==> config.mk <==
export PLATFORM = sky130hd
export DESIGN_NAME = instr_fetch_queue
export DESIGN_NICKNAME = d
export VERILOG_FILES = /design/src/rtl/instr_fetch_queue.sv
export SDC_FILE = /design/constraint.sdc
export NUM_CORES = 1
export LEC_CHECK = 0
export ABC_CLOCK_PERIOD_IN_PS = 1950
export BUFFER_PORTS_ARGS = -buffer_cell sky130_fd_sc_hd__buf_2
export CAP_MARGIN = 25
export CORE_MARGIN = 5
export CORE_UTILIZATION = 30
export CTS_CLUSTER_DIAMETER = 200
export DETAILED_ROUTE_END_ITERATION = 8
export GPL_TIMING_DRIVEN = 0
export HOLD_SLACK_MARGIN = 0.1
export PLACE_DENSITY = 0.57
export REMOVE_ABC_BUFFERS = 1
export SLEW_MARGIN = 20
export SYNTH_ARGS = -nofsm -noshare
export SYNTH_HDL_FRONTEND = slang
export SYNTH_SLANG_ARGS = --single-unit
==> constraint.sdc <==
create_clock -name clk -period 1.95 [get_ports clk]
set_input_delay 0.195 -clock clk [delete_from_list [all_inputs] [get_ports clk]]
set_output_delay 0.195 -clock clk [all_outputs]
set_load 0.03 [all_outputs]
==> src/rtl/instr_fetch_queue.sv <==
// Instruction fetch front end: assembles big-endian words from a byte-wide
// instruction memory and queues {pc, word} pairs for the decode stage.
module instr_fetch_queue #(
  parameter int unsigned ADDR_W   = 5,
  parameter int unsigned DEPTH    = 2,
  parameter logic [31:0] RESET_PC = 32'h0
) (
  input  logic              clk,
  input  logic              rst_n,
  input  logic              redirect,
  input  logic [31:0]       redirect_pc,
  output logic [ADDR_W-1:0] imem_addr,
  input  logic [7:0]        imem_rdata,
  output logic              inst_valid,
  output logic [31:0]       inst,
  output logic [31:0]       inst_pc,
  input  logic              inst_ready
);

  localparam int unsigned PTR_W = (DEPTH > 1) ? $clog2(DEPTH) : 1;
  localparam int unsigned CNT_W = $clog2(DEPTH + 1);
  localparam logic [CNT_W-1:0] FULL = CNT_W'(DEPTH);
  localparam logic [PTR_W-1:0] LAST = PTR_W'(DEPTH - 1);

  logic [31:0]      r_fetch_pc;
  logic [1:0]       r_cnt;
  logic [23:0]      r_asm;
  logic [63:0]      r_mem [DEPTH];
  logic [PTR_W-1:0] r_wr_ptr;
  logic [PTR_W-1:0] r_rd_ptr;
  logic [CNT_W-1:0] r_count;

  logic        w_pop;
  logic        w_push;
  logic [31:0] w_byte_addr;
  logic [63:0] w_head;

  function automatic logic [PTR_W-1:0] ptr_inc(input logic [PTR_W-1:0] p);
    return (p == LAST) ? '0 : p + 1'b1;
  endfunction

  assign w_byte_addr = r_fetch_pc + {30'd0, r_cnt};
  assign imem_addr   = w_byte_addr[ADDR_W-1:0];
  assign inst_valid  = (r_count != '0);
  assign w_pop       = inst_valid && inst_ready;
  // A full queue still accepts the stalled word when the head leaves this cycle.
  assign w_push      = (r_cnt == 2'd3) && ((r_count != FULL) || w_pop);
  assign w_head      = r_mem[r_rd_ptr];
  assign inst_pc     = inst_valid ? w_head[63:32] : '0;
  assign inst        = inst_valid ? w_head[31:0]  : '0;

  always_ff @(posedge clk or negedge rst_n) begin
    if (!rst_n) begin
      r_fetch_pc <= RESET_PC;
      r_cnt      <= '0;
      r_asm      <= '0;
      r_wr_ptr   <= '0;
      r_rd_ptr   <= '0;
      r_count    <= '0;
      for (int unsigned i = 0; i < DEPTH; i++) r_mem[i] <= '0;
    end else if (redirect) begin
      r_fetch_pc <= {redirect_pc[31:2], 2'b00};
      r_cnt      <= '0;
      r_asm      <= '0;
      r_wr_ptr   <= '0;
      r_rd_ptr   <= '0;
      r_count    <= '0;
    end else begin
      if (r_cnt != 2'd3) begin
        case (r_cnt)
          2'd0:    r_asm[23:16] <= imem_rdata;
          2'd1:    r_asm[15:8]  <= imem_rdata;
          default: r_asm[7:0]   <= imem_rdata;
        endcase
        r_cnt <= r_cnt + 2'd1;
      end else if (w_push) begin
        r_mem[r_wr_ptr] <= {r_fetch_pc, r_asm, imem_rdata};
        r_wr_ptr        <= ptr_inc(r_wr_ptr);
        r_fetch_pc      <= r_fetch_pc + 32'd4;
        r_cnt           <= '0;
      end
      if (w_pop) r_rd_ptr <= ptr_inc(r_rd_ptr);
      if (w_push && !w_pop)      r_count <= r_count + 1'b1;
      else if (!w_push && w_pop) r_count <= r_count - 1'b1;
    end
  end

endmodule
* Word-level counts from Yosys, hierarchy flattened
Cells that the tools add are included.
Storage, ports and cells: bits in registers 190, bits of input ports 44, output and inout port bits 70, word-level logic and storage cells 82
Cells by class: add/subtract/negate cells 7, $lt $le $gt $ge 3, equality and inequality tests 6, multiplexer cells 29, bitwise gates (word level) 4, reductions and logical operators 23
Operator list (number):
- 64-bit 2-to-1 mux | 4
- 32-bit 2-to-1 mux | 5
- 128-bit bitwise mux | 1
- 64-bit demux with 1-bit select | 1
- 24-bit 2-to-1 mux | 2
- 32-bit by 3-bit adder with 32-bit output (second input constant) | 1
- 8-bit 2-to-1 mux | 3
- 2-bit 2-to-1 mux | 6
- 2-bit nonzero test | 6
- 2-bit AND reduction | 4
- 1-bit 2-to-1 mux | 7
- 2-bit != test (second input constant) | 3
- 3-bit nonzero test | 2
- 5-bit by 2-bit adder with 5-bit output | 1
- 1-bit logical AND | 5
- 2-bit by 1-bit adder with 2-bit output (second input constant) | 2
- 2-bit >= comparator (second input constant) | 2
- 1-bit NOT with 2-bit output | 2
- 3-bit AND reduction | 1
- 1-bit adder (second input constant) | 2
- 2-bit by 1-bit == test with 1-bit output (second input constant) | 1
- 2-bit == test (second input constant) | 1
- 1-bit logical NOT | 2
- 2-bit logical NOT | 1
- other kinds (6) | 7

* Logic depth before layout (Yosys ltp)
word-level depth 9, gate-level depth with buffers 8, depth with buffers taken out 6

* Least setup slack after synthesis
No wires, ideal clock.
path type register -> register, from reg r_cnt[0], to reg r_mem[101] (netlist bit), setup time 125 ps, arrival 2053 ps, data required time 1825 ps, path slack -228 ps, cell stages (with the launch flop) 7, buffers on the path 2, clock period less this slack 2178 ps, path through dfrtp_1 ha_1 clkbuf_1 nand2_1 nor3_2 buf_2 mux2_2
Between the ends: longest elaborated chain between the ends 3, elaborated cells on any way between the ends 5, those cells by class 2 x eq/ne; 1 x bitwise; 2 x reduce/logical
Ends and longest elaborated chain:
- start, declared | line 26 | logic [1:0] r_cnt;
- start signal, assigned | line 75 | r_cnt <= r_cnt + 2'd1;
- 2-bit == test / 2-bit != test (equally long branches) | line 47, 69
- 1-bit logical AND / 1-bit NOT (equally long branches)
- 3-bit AND reduction (no source line) *
- end signal, assigned by index | line 77 | r_mem[r_wr_ptr] <= {r_fetch_pc, r_asm, imem_rdata};
- end, declared | line 28 | logic [63:0] r_mem [DEPTH];
Mark *: on every way between the ends. The rest lies on a longest branch, timed or not. A chain may end at the register's enable or synchronous reset.

* Final worst setup path
from reg r_rd_ptr, to out inst_pc[12]
Between the ends: longest elaborated chain between the ends 5
Ends and longest elaborated chain:
- start, declared | line 30 | logic [PTR_W-1:0] r_rd_ptr;
- start signal, assigned | line 82 | if (w_pop) r_rd_ptr <= ptr_inc(r_rd_ptr);
- 1-bit NOT with 2-bit output (implied by the code) | line 48 | assign w_head = r_mem[r_rd_ptr];
- 64-bit 2-to-1 mux (implied by the code) (3 in a row) | line 48
- 32-bit 2-to-1 mux | line 49 | assign inst_pc = inst_valid ? w_head[63:32] : '0;
- end, declared | line 16 | output logic [31:0] inst_pc,
No other way between the ends. The select of a mux whose other input is x is not followed.

==> run summary <==
The flow ran to the end, and the final reports show no timing, DRC or antenna violations. The number of port buffers came out at 109. The final setup skew is 0.0123 ns.

The final worst slack came out at 0.0168 ns. Of the total power, registers draw 45.0%. The count of endpoints failing hold in the final timing report came out at 0. The share of layout cells above drive strength 1 is 41.9%. The synthesized netlist devotes 3.26% of its cell area to XOR and XNOR gates. The internal power is 8280 uW. Summing the areas of all fa, ha and maj instances in the mapped netlist gives 0.582% of the synthesized area.

Power spread over the standard cell area amounts to 991 mW/mm^2. The share of total power dissipated in combinational logic is 24.5%. Entering global routing, the biggest net connects 80 pins. The CTS tree is built. In this run the number of H-tree levels came out at 4. STA puts the critical path data arrival time at 1.74 ns.

The worst reg-to-reg path cell count came out at 6. The share of synthesized area occupied by flip-flops and latches came out at 53.6%. In this run the deepest clock path goes through 2 buffers.

The length of the first detailed-routing pass in iterations came out at 4. The number of top-level pins is 114. Setup repair after global routing could not meet its margin everywhere. The library cell used most frequently in the layout, excluding fill and tap cells, is sky130_fd_sc_hd__dfrtp_1. The aggregate global routing overflow came out at 0. The cell sitting at the root of the clock tree is a sky130_fd_sc_hd__clkbuf_16. The largest driver fanout on the critical path came out at 17. The global-route wire length before repair came out at 35.3 mm. The worst setup path is of the flip-flop to primary output kind.

In this run the critical register-to-register path is launched from r_fetch_pc[4]. The post-synthesis register bit count came out at 184. In this run, CTS created clock tree buffers numbering 17. The reported net switching power came out at 3420 uW. The ratio of routed vias to standard cells is 4.62. The routed design could run at a clock period as short as 1.93 ns. The area fraction in and, or, nand and nor cells after synthesis came out at 10.6%.

The net count of the finished layout is 955. STA puts the critical path data required time at 1.75 ns. For this run, design rule violations remaining after detail routing come to 0. The number of antenna violations at the first check in global routing came to 0. The via count of the first global-routing pass came out at 6,127. The minimum setup slack after placement came out at -1.15 ns. The final weighted congestion of routability-driven global placement is 0.687. For the worst-skew pair, the clock arrives at the later sink with an insertion delay of 0.42 ns. Compared with the post-synthesis result, the final layout area differs by 37.4%.

The worst-case IR drop observed on VDD is 0.477 mV. The mean routed wirelength per cell came out at 17.8 microns. The overall power of the completed layout is 11,700 uW. The worst hold path passes through 2 cells. The fraction of the cycle the final worst path needs came out at 99.1%. The most critical setup path has its startpoint at r_rd_ptr. The die is 179 microns wide. The DRC marker count from the first detailed-route iteration came out at 302. For this configuration, the core starts out at a cell density of 30.2%. The post-synthesis compound-gate area fraction came out at 2.02%. The diode insertion count for antenna repair came out at 0. The multiplexer fraction of the synthesized cell area came out at 26.9%. The number of placement rows came out at 62. The accumulated negative setup slack came out at 0 ns.

In the synthesized netlist the dominant register cell turns out to be sky130_fd_sc_hd__dfrtp_1. The area of the die came out at 0.0321 sq mm. The vertical die dimension came out at 179 microns.

The main combinational cell family by area after synthesis is multiplexers. After synthesis, the netlist uses 40 different library cells. The filler cell count in the final layout came out at 2,732. The area of the core is 0.0285 sq mm. The total number of vias came out at 6,012. The maximum clock rate is 517 MHz. Leaving out fill and tap cells, the most frequent cells in the layout are sky130_fd_sc_hd__dfrtp_1 (166), sky130_fd_sc_hd__mux2_2 (123), sky130_fd_sc_hd__nor2_1 (89), sky130_fd_sc_hd__mux2i_1 (87), sky130_fd_sc_hd__buf_4 (78). In the synthesized netlist, the number of instances is 718. Dividing the synthesized area by the synthesized cell count gives 12.0 sq um. The clock-pin slew reported for the worst setup and hold paths after clock tree synthesis came out at 0.07 ns. The final HPWL from detailed placement came out at 13.6 mm. Max-cap violations in this run came to 0. The clock network accounts for 30.6% of the total power. In this run the most critical hold path is launched from redirect.

Setup violations remaining at the end of the flow were counted as 0. STA classifies the critical path startpoint as a flip-flop. The max-slew violation total from the final report came out at 0.

Summed over all cells, the static leakage comes to 0.00548 uW. The endpoint kind of the worst setup timing path is a primary output. Yosys printed 0 warnings. The total length of routed wires came out at 23.2 mm. The summed instance area of the synthesized netlist is 0.00860 sq mm. Counting flops with a built-in enable in the synthesized netlist gives 0. The number of nets still failing antenna checks after routing is 0. CTS saw 184 sinks.

The async set-or-reset flop fraction in the synthesized netlist came out at 100%. For this run, the total global-route usage over all layers was measured as 14.3%. The switching power as a share of total power came out at 29.2%.

The path class of the lowest-slack min-delay path is primary input to flip-flop.
-- synth_stat cells (8+ instances only) --
cell                       instances  area share, %
sky130_fd_sc_hd__clkbuf_1         29            1.3
sky130_fd_sc_hd__dfrtp_1         184             54
sky130_fd_sc_hd__mux2i_1          87             10
sky130_fd_sc_hd__buf_4             8           0.70
sky130_fd_sc_hd__nand3_1          10           0.58
sky130_fd_sc_hd__o21ai_0          13           0.76
sky130_fd_sc_hd__xnor2_1          16            1.6
sky130_fd_sc_hd__buf_2             9           0.52
sky130_fd_sc_hd__xor2_1           16            1.6
sky130_fd_sc_hd__mux2_2          123             16
sky130_fd_sc_hd__nor2_1           96            4.2
sky130_fd_sc_hd__nand2_1          44            1.9
sky130_fd_sc_hd__o21ai_1          14           0.81
-- layout make-up --
class,instances,area [sq um],share of cell area [%]
flip-flops and latches,184,4630,39.2
multi-input cells,479,3940,33.4
repair buffers,219,2140,18.1
well taps,384,480,4.07
clock buffers,18,429,3.63
clock inverters,12,166,1.41
inverters,6,22.5,0.191
-- worst paths after layout --
kind	to	slack, ns
min in group asynchronous	r_mem[25]	0.26
min	r_asm[7]	0.16
max	inst_pc[12]	0.02
max in group asynchronous	r_fetch_pc[19]	0.63
max reg2reg	r_fetch_pc[27]	0.04
min reg2reg	r_mem[60]	0.50
-- per-layer routing --
layer	share of wire [%]	vias up	track usage (%)
li1	-	2848	-
met1	47	3059	19.5
met2	48	96	23.6
met3	3.4	9	3.04
met4	0.70	0	2.86
met5	0	-	0
-- state kept, by name, summed over array words and instances, names as in the netlist --
register and flops:
r_mem 124, r_fetch_pc 30, r_asm 24, r_cnt 2
r_count 2, r_rd_ptr 1, r_wr_ptr 1
-- power by group through the flow --
stage / logic (uW) / registers, uW / clock network, uW
finish: 2860 / 5260 / 3580
global placement: 2360 / 5340 / 0
detailed placement: 2480 / 5350 / 0
CTS: 2780 / 5250 / 3710
floorplan: 1740 / 5240 / 0
global route: 3160 / 5390 / 3850
-- per-stage QoR --
step | instances | cell area [sq um] | util [%] | hold WS, ns
2_1_floorplan | 668 | 8360 | - | -0.101
3_3_place_gp | 1161 | 9390 | 33.0 | 0.405
5_1_grt | 1302 | 11800 | 41.5 | 0.149
4_1_cts | 1290 | 11500 | 40.3 | 0.139
3_5_place_dp | 1175 | 9730 | 34.2 | 0.107
6_report | 1302 | 11800 | 41.5 | 0.156
-- logic make-up (layout without fill, tap and decap cells) --
group | after synthesis | in the layout
muxes | 215 | 215
and+or+nand+nor | 192 | 193
DFF | 184 | 184
buffers and inverters | 57 | 255
AOI/OAI and AO/OA | 33 | 33
xor gates and xnor gates | 32 | 32
adders and majority gates | 4 | 4
other | 1 | 2
-- critical path: stages (launching register included) --
cell,delay (ns)
sky130_fd_sc_hd__dfrtp_4,0.51
sky130_fd_sc_hd__bufbuf_16,0.37
sky130_fd_sc_hd__mux2i_1,0.21
sky130_fd_sc_hd__nor2_1,0.05
sky130_fd_sc_hd__clkbuf_4,0.17
-- what timing repair did --
action,in CTS,in global routing
endpoints found under the hold margin,187,0
pin swaps,8,10
cloned,7,7
hold buffers,40,0
setup endpoints to repair,237,169
resized for setup,71,67
buffers inserted,38,6
(Power assumes the default switching activity.)
